`config.mk`:
```
export PLATFORM = sky130hd
export DESIGN_NAME = tweakey_loader
export DESIGN_NICKNAME = d
export VERILOG_FILES = /design/src/rtl/blink_pkg.sv /design/src/rtl/tweakey_loader.sv
export SDC_FILE = /design/constraint.sdc
export NUM_CORES = 2
export LEC_CHECK = 0
export BUFFER_PORTS_ARGS = -buffer_cell sky130_fd_sc_hd__buf_4
export CORE_AREA = 2 2 413 415
export CTS_CLUSTER_DIAMETER = 40
export DETAILED_ROUTE_END_ITERATION = 16
export DIE_AREA = 0 0 415 417
export GPL_ROUTABILITY_DRIVEN = 0
export PLACE_DENSITY_LB_ADDON = 0.25
export SYNTH_ARGS = -nofsm -noshare
export SYNTH_HDL_FRONTEND = slang
export SYNTH_SLANG_ARGS = --single-unit
```
`constraint.sdc`:
```
create_clock -name clk -period 45.5 [get_ports clk]
set_clock_uncertainty 0.05 [all_clocks]
set_input_delay 4.55 -clock clk [delete_from_list [all_inputs] [get_ports clk]]
set_output_delay 4.55 -clock clk [all_outputs]
set_load 0.02 [all_outputs]
```
`src/rtl/blink_pkg.sv`:
```
// blink_pkg: shared widths and loader state encoding for the Blink-128 tweakey path
package blink_pkg;
  localparam int WORD_W = 32;
  localparam int KEY_W = 766;
  localparam int TWEAK_W = 256;
  localparam int KEY_WORDS = (KEY_W + WORD_W - 1) / WORD_W;
  localparam int TWEAK_WORDS = TWEAK_W / WORD_W;
  localparam int KEY_LAST_BITS = KEY_W - (KEY_WORDS - 1) * WORD_W;
  typedef enum logic [1:0] {IDLE, LOAD_KEY, LOAD_TWEAK, HOLD} ldr_state_t;
endpackage

```
`src/rtl/tweakey_loader.sv`:
```
// tweakey_loader: deserialises a word stream into the hash key and tweak registers for the tweakey generator
module tweakey_loader
  import blink_pkg::*;
(
  input  logic               clk,
  input  logic               rst,
  input  logic               cmd_valid,
  output logic               cmd_ready,
  input  logic               cmd_load_key,
  input  logic               key_clear,
  input  logic               in_valid,
  output logic               in_ready,
  input  logic [WORD_W-1:0]  in_data,
  output logic               out_valid,
  input  logic               out_ready,
  output logic [KEY_W-1:0]   key_out,
  output logic [TWEAK_W-1:0] tweak_out,
  output logic               key_loaded
);
  ldr_state_t state;
  logic [4:0] wcnt;
  logic beat, cmd_acc, clr, key_last, tweak_last;
  assign cmd_ready = state == IDLE;
  assign in_ready = state == LOAD_KEY || state == LOAD_TWEAK;
  assign out_valid = state == HOLD;
  assign beat = in_valid && in_ready;
  assign cmd_acc = cmd_valid && cmd_ready;
  assign clr = key_clear && cmd_ready && !cmd_valid;
  assign key_last = wcnt == 5'(KEY_WORDS - 1);
  assign tweak_last = wcnt == 5'(TWEAK_WORDS - 1);
  always_ff @(posedge clk or posedge rst)
    if (rst) begin
      state <= IDLE;
      wcnt <= '0;
      key_loaded <= 1'b0;
    end else if (cmd_acc) begin
      state <= (cmd_load_key || !key_loaded) ? LOAD_KEY : LOAD_TWEAK;
      key_loaded <= key_loaded && !cmd_load_key;
      wcnt <= '0;
    end else if (clr) key_loaded <= 1'b0;
    else if (out_valid && out_ready) state <= IDLE;
    else if (beat) begin
      wcnt <= ((state == LOAD_KEY) ? key_last : tweak_last) ? 5'd0 : wcnt + 5'd1;
      if (state == LOAD_KEY && key_last) begin
        key_loaded <= 1'b1;
        state <= LOAD_TWEAK;
      end
      if (state == LOAD_TWEAK && tweak_last) state <= HOLD;
    end
  // the top key word is short; its upper input bits are dropped
  for (genvar i = 0; i < KEY_WORDS; i++) begin : g_key
    localparam int W = (i == KEY_WORDS - 1) ? KEY_LAST_BITS : WORD_W;
    always_ff @(posedge clk or posedge rst)
      if (rst) key_out[i*WORD_W +: W] <= '0;
      else if (clr) key_out[i*WORD_W +: W] <= '0;
      else if (beat && state == LOAD_KEY && wcnt == 5'(i)) key_out[i*WORD_W +: W] <= in_data[W-1:0];
  end
  for (genvar i = 0; i < TWEAK_WORDS; i++) begin : g_tweak
    always_ff @(posedge clk or posedge rst)
      if (rst) tweak_out[i*WORD_W +: WORD_W] <= '0;
      else if (beat && state == LOAD_TWEAK && wcnt == 5'(i)) tweak_out[i*WORD_W +: WORD_W] <= in_data;
  end
endmodule

```
==> parameters.txt <==
Parameter                              Value

Status
  Outcome ... complete, no violations

CTS
  Post-CTS setup-driven buffer insertion count ... 0
  Clock edge transition at the registers on the reported setup and hold paths ... roughly 50 ps
  CTS tree ... done
  Root Buffer ... sky130_fd_sc_hd__clkbuf_16
  H-tree Lvls ... 4
  Buffer levels on the longest clock path ... 3
  Inserted Clock Buffers ... between 150 and 200
  Hold Buf Count CTS ... 0
  Clock insertion delay at the later pin of the skew report ... 830 ps
  Clk sink count ... 1,030
  Post-cts repair resize count ... 0

Final layout
  Multi-input gate area in the final layout ... ~13,000 µm²
  Number of filler instances in the final layout ... approximately 17,000
  Nets ... about 5,100
  Layout cells sized above 1 ... 0.328
  Register cell area after layout ... approximately 26,000 µm²
  Post-synthesis to final-layout area growth ... 37.9%
  Non-Filler Cell Area, Final ... 56,700 µm²
  End-of-flow core utilization ... 0.337

STA
  Least-Margin Pin Slew ... about 1200 ps
  Setup repair after global routing missed its margin ... false
  Total setup violations reported at the end of the flow ... 0
  Accumulated negative setup slack ... 0 ps
  Worst hold margin ... about 440 ps
  Fmax ... 99.9 MHz
  Final critical-path required period ... between 10,000 and 15,000 ps
  Number of failing hold endpoints at the final stage ... 0
  Max Transition Viols Final ... 0
  Max-Slew Margin vs Limit ... 0.206
  Fin worst setup slack ... between 30,000 and 40,000 ps
  Crit share post-route ... 0.220

Routing
  Average vias per placed instance ... roughly 4.7
  Post-detailed-routing wire length ... about 190,000 µm
  Number of DRC violations after detailed routing ... 0
  Iteration-0 DRC count of the detailed router ... around 3,400
  Count of TritonRoute iterations in the first routing pass ... 6
  Routed via count ... 34,400
  Final antenna-violating net count ... 0
  Routed wirelength normalized by instance count ... about 26 µm

Global routing
  Initial antenna violation count ... 14
  GR peak layer ... met2
  GRT met1 Usage ... 0.256
  Aggregate global-route resource usage ... 0.214
  Number of global-route vias before repair ... between 30,000 and 40,000
  Met3 usage ... 0.0540
  Met2 GRT Util ... 0.362
  Remaining global-route overflow ... 0
  Pin count of the biggest net entering global routing ... 178
  First-pass GRT wire length ... 265,000 µm

Setup path
  Crit-path slowest cell ... sky130_fd_sc_hd__buf_4
  Capture instance of the worst register-to-register path ... key_out[329]$_DFFE_PP0P_
  Sort of element at the end of the critical path ... asynchronous set/reset pin
  Crit Reg-Reg Startpoint ... state[0]$_DFFE_PP0P_
  Ordered cell list for the critical path ... buf_4 > inv_8 > buf_4 > buf_4 > buf_4 > buf_4 > buf_4 > buf_4 > buf_4
  Data arrival time of the critical path ... 10,800 ps
  WS Path Type ... in2async
  Crit path max-delay family ... buffers and inverters
  Slack of the worst reg-to-reg path ... between 30,000 and 40,000 ps
  Required time at the endpoint of the critical path ... between 40,000 and 50,000 ps
  Cell type with the highest occurrence count on the critical path ... sky130_fd_sc_hd__buf_4
  Buffers and inverters on the worst path ... 9
  Worst reg2reg path depth ... 9
  Crit start category ... primary input
  Top fanout value on the critical path ... 86
  Delay of the slowest cell on the worst path ... 890 ps

Logic synthesis
  Number of enable flip-flop cells after synthesis ... 0
  Compound-gate portion of the synthesized area ... 0.0952
  Largest cells by area after synthesis ... sky130_fd_sc_hd__dfrtp_1 (63%), sky130_fd_sc_hd__nand2_1 (14%), sky130_fd_sc_hd__a21oi_1 (9.3%)
  Combinational family with the most area after synthesis ... simple AND/OR/NAND/NOR gates
  Area fraction of the dominant cell type after synthesis ... 0.627
  Cell Area, Synth ... slightly above 40,000 µm²
  Most instantiated flip-flop cell in the synthesis netlist ... sky130_fd_sc_hd__dfrtp_1
  Yosys synthesis warning count ... 0
  Post-synthesis mux area share ... 0.0706
  Async SR Flop Fraction ... 1.00
  Synthesized net count ... roughly 4,100
  Xor-xnor portion of the synthesized cell area ... 0.000639
  Post-synthesis simple-gate area fraction ... 0.156
  Synth Register Bits ... ~1,000
  Mean cell area of the mapped netlist ... slightly above 10 µm²
  Seq/Total Area, Yosys ... 0.627
  Syn Inst Count ... approximately 4,100
  Most frequent cell after synthesis ... sky130_fd_sc_hd__nand2_1
  Leading post-synthesis cells by instance count ... sky130_fd_sc_hd__nand2_1 (1,543), sky130_fd_sc_hd__dfrtp_1 (1,030), sky130_fd_sc_hd__a21oi_1 (767)
  Post-synthesis adder-cell area fraction ... 0.00274
  Distinct cell type count of the synthesized netlist ... 37
  Synth area leader ... sky130_fd_sc_hd__dfrtp_1

Die
  Horizontal extent of the die ... 415 µm
  CORE AREA ... between 150,000 and 200,000 µm²
  Area of the die ... about 170,000 µm²
  Initial cell density of the core ... 0.244
  Die Height ... 417 µm
  Number of top-level design ports ... 1,065
  Number of placement rows ... 151

Placed design
  Buffers added on ports ... between 1,000 and 1,500
  Placed inst area ... ~50,000 µm²
  Pre-CTS worst setup slack ... between 30,000 and 40,000 ps
  Detailed Place HPWL ... ~120,000 µm

Power and ir drop
  Power per Cell Area ... around 57 nW/µm²
  Static power due to leakage ... approximately 27 nW
  Worst vdd ir ... 48.4 µV

Flow run
  Count of max-cap constraint violations ... 0

Worst hold path
  Hold depth ... 1
  Worst Hold Endpoint ... tweak_out[96]$_DFFE_PP0P_
  Critical hold path startpoint ... tweak_out[96]$_DFFE_PP0P_
  Kind of path behind the tightest hold check ... reg2reg
cell usage in the layout (no fill, tap or decap), types with 7 or more instances in the layout:
| cell | n |
|---|---|
| sky130_fd_sc_hd__a21oi_1 | 767 |
| sky130_fd_sc_hd__and3_2 | 9 |
| sky130_fd_sc_hd__buf_4 | 1113 |
| sky130_fd_sc_hd__bufinv_16 | 21 |
| sky130_fd_sc_hd__clkbuf_1 | 22 |
| sky130_fd_sc_hd__clkbuf_16 | 178 |
| sky130_fd_sc_hd__clkbuf_8 | 22 |
| sky130_fd_sc_hd__clkinv_2 | 25 |
| sky130_fd_sc_hd__clkinv_4 | 20 |
| sky130_fd_sc_hd__clkinvlp_4 | 19 |
| sky130_fd_sc_hd__dfrtp_1 | 1030 |
| sky130_fd_sc_hd__ha_1 | 9 |
| sky130_fd_sc_hd__inv_1 | 7 |
| sky130_fd_sc_hd__inv_6 | 11 |
| sky130_fd_sc_hd__mux2_1 | 36 |
| sky130_fd_sc_hd__mux2_2 | 222 |
| sky130_fd_sc_hd__nand2_1 | 1543 |
| sky130_fd_sc_hd__nand3_1 | 9 |
| sky130_fd_sc_hd__nand3_4 | 10 |
| sky130_fd_sc_hd__nor2_4 | 8 |
cell families after synthesis:
group | after synthesis
compound gates | 779
xor+xnor | 3
fa+ha+maj | 9
buf+inv | 389
flops | 1030
mux | 258
simple gates | 1623
metal layers:
metal / wire, µm / part of all wire / up-vias
met5: 0 / 0 / -
met4: 8790 / 0.046 / 0
met3: 14500 / 0.076 / 352
met2: 95300 / 0.50 / 1481
met1: 73400 / 0.38 / 17500
li1: - / - / 15100
final cells by class:
type,count,area share
Sequential cell,1030,0.454
Multi-Input combinational cell,2672,0.238
Timing Repair Buffer,1115,0.148
Clock buffer,222,0.0853
Tap cell,2218,0.0489
Clock inverter,107,0.0249
Inverter,8,0.000662
Antenna cell,4,0.000176
registers in the layout, summed over array words and instances, names as in the netlist:
register and count:
wcnt 5, tweak_out 256, key_out 766, state 2, key_loaded 1
stage by stage:
step           std cells  power, mW
2_1_floorplan       4091       1.54
3_3_place_gp        7043       1.88
3_5_place_dp        7043       1.89
4_1_cts             7372       3.29
5_1_grt             7373       3.38
6_report            7376       3.26
power breakdown:
group	total (mW)	leakage, nW	switching (mW)	internal, mW
combinational	0.736	9.83	0.441	0.295
sequential	1.14	14.0	0.0812	1.05
clock	1.39	3.01	0.507	0.882
worst register-to-register path, stage by stage (launching register included):
cell and delay (ps):
sky130_fd_sc_hd__dfrtp_1 400, sky130_fd_sc_hd__inv_1 90, sky130_fd_sc_hd__ha_1 300, sky130_fd_sc_hd__and2_4 900
sky130_fd_sc_hd__buf_4 740, sky130_fd_sc_hd__buf_4 830, sky130_fd_sc_hd__buf_4 580, sky130_fd_sc_hd__buf_4 760
sky130_fd_sc_hd__buf_4 940, sky130_fd_sc_hd__a21oi_1 210
how the worst max path moves through the flow:
stage	endpoint	cells past startpoint	slack, ps	from
CTS	key_out[110]$_DFFE_PP0P_	9	35300	rst
floorplan	key_loaded$_DFFE_PP0P_	1	11910	rst
detailed placement	key_out[112]$_DFFE_PP0P_	9	34430	rst
global placement	key_out[66]$_DFFE_PP0P_	9	34430	rst
finish	key_out[110]$_DFFE_PP0P_	9	35490	rst
global route	key_out[171]$_DFFE_PP0P_	9	34640	rst
Note: power is estimated with default switching activity, not from simulation.
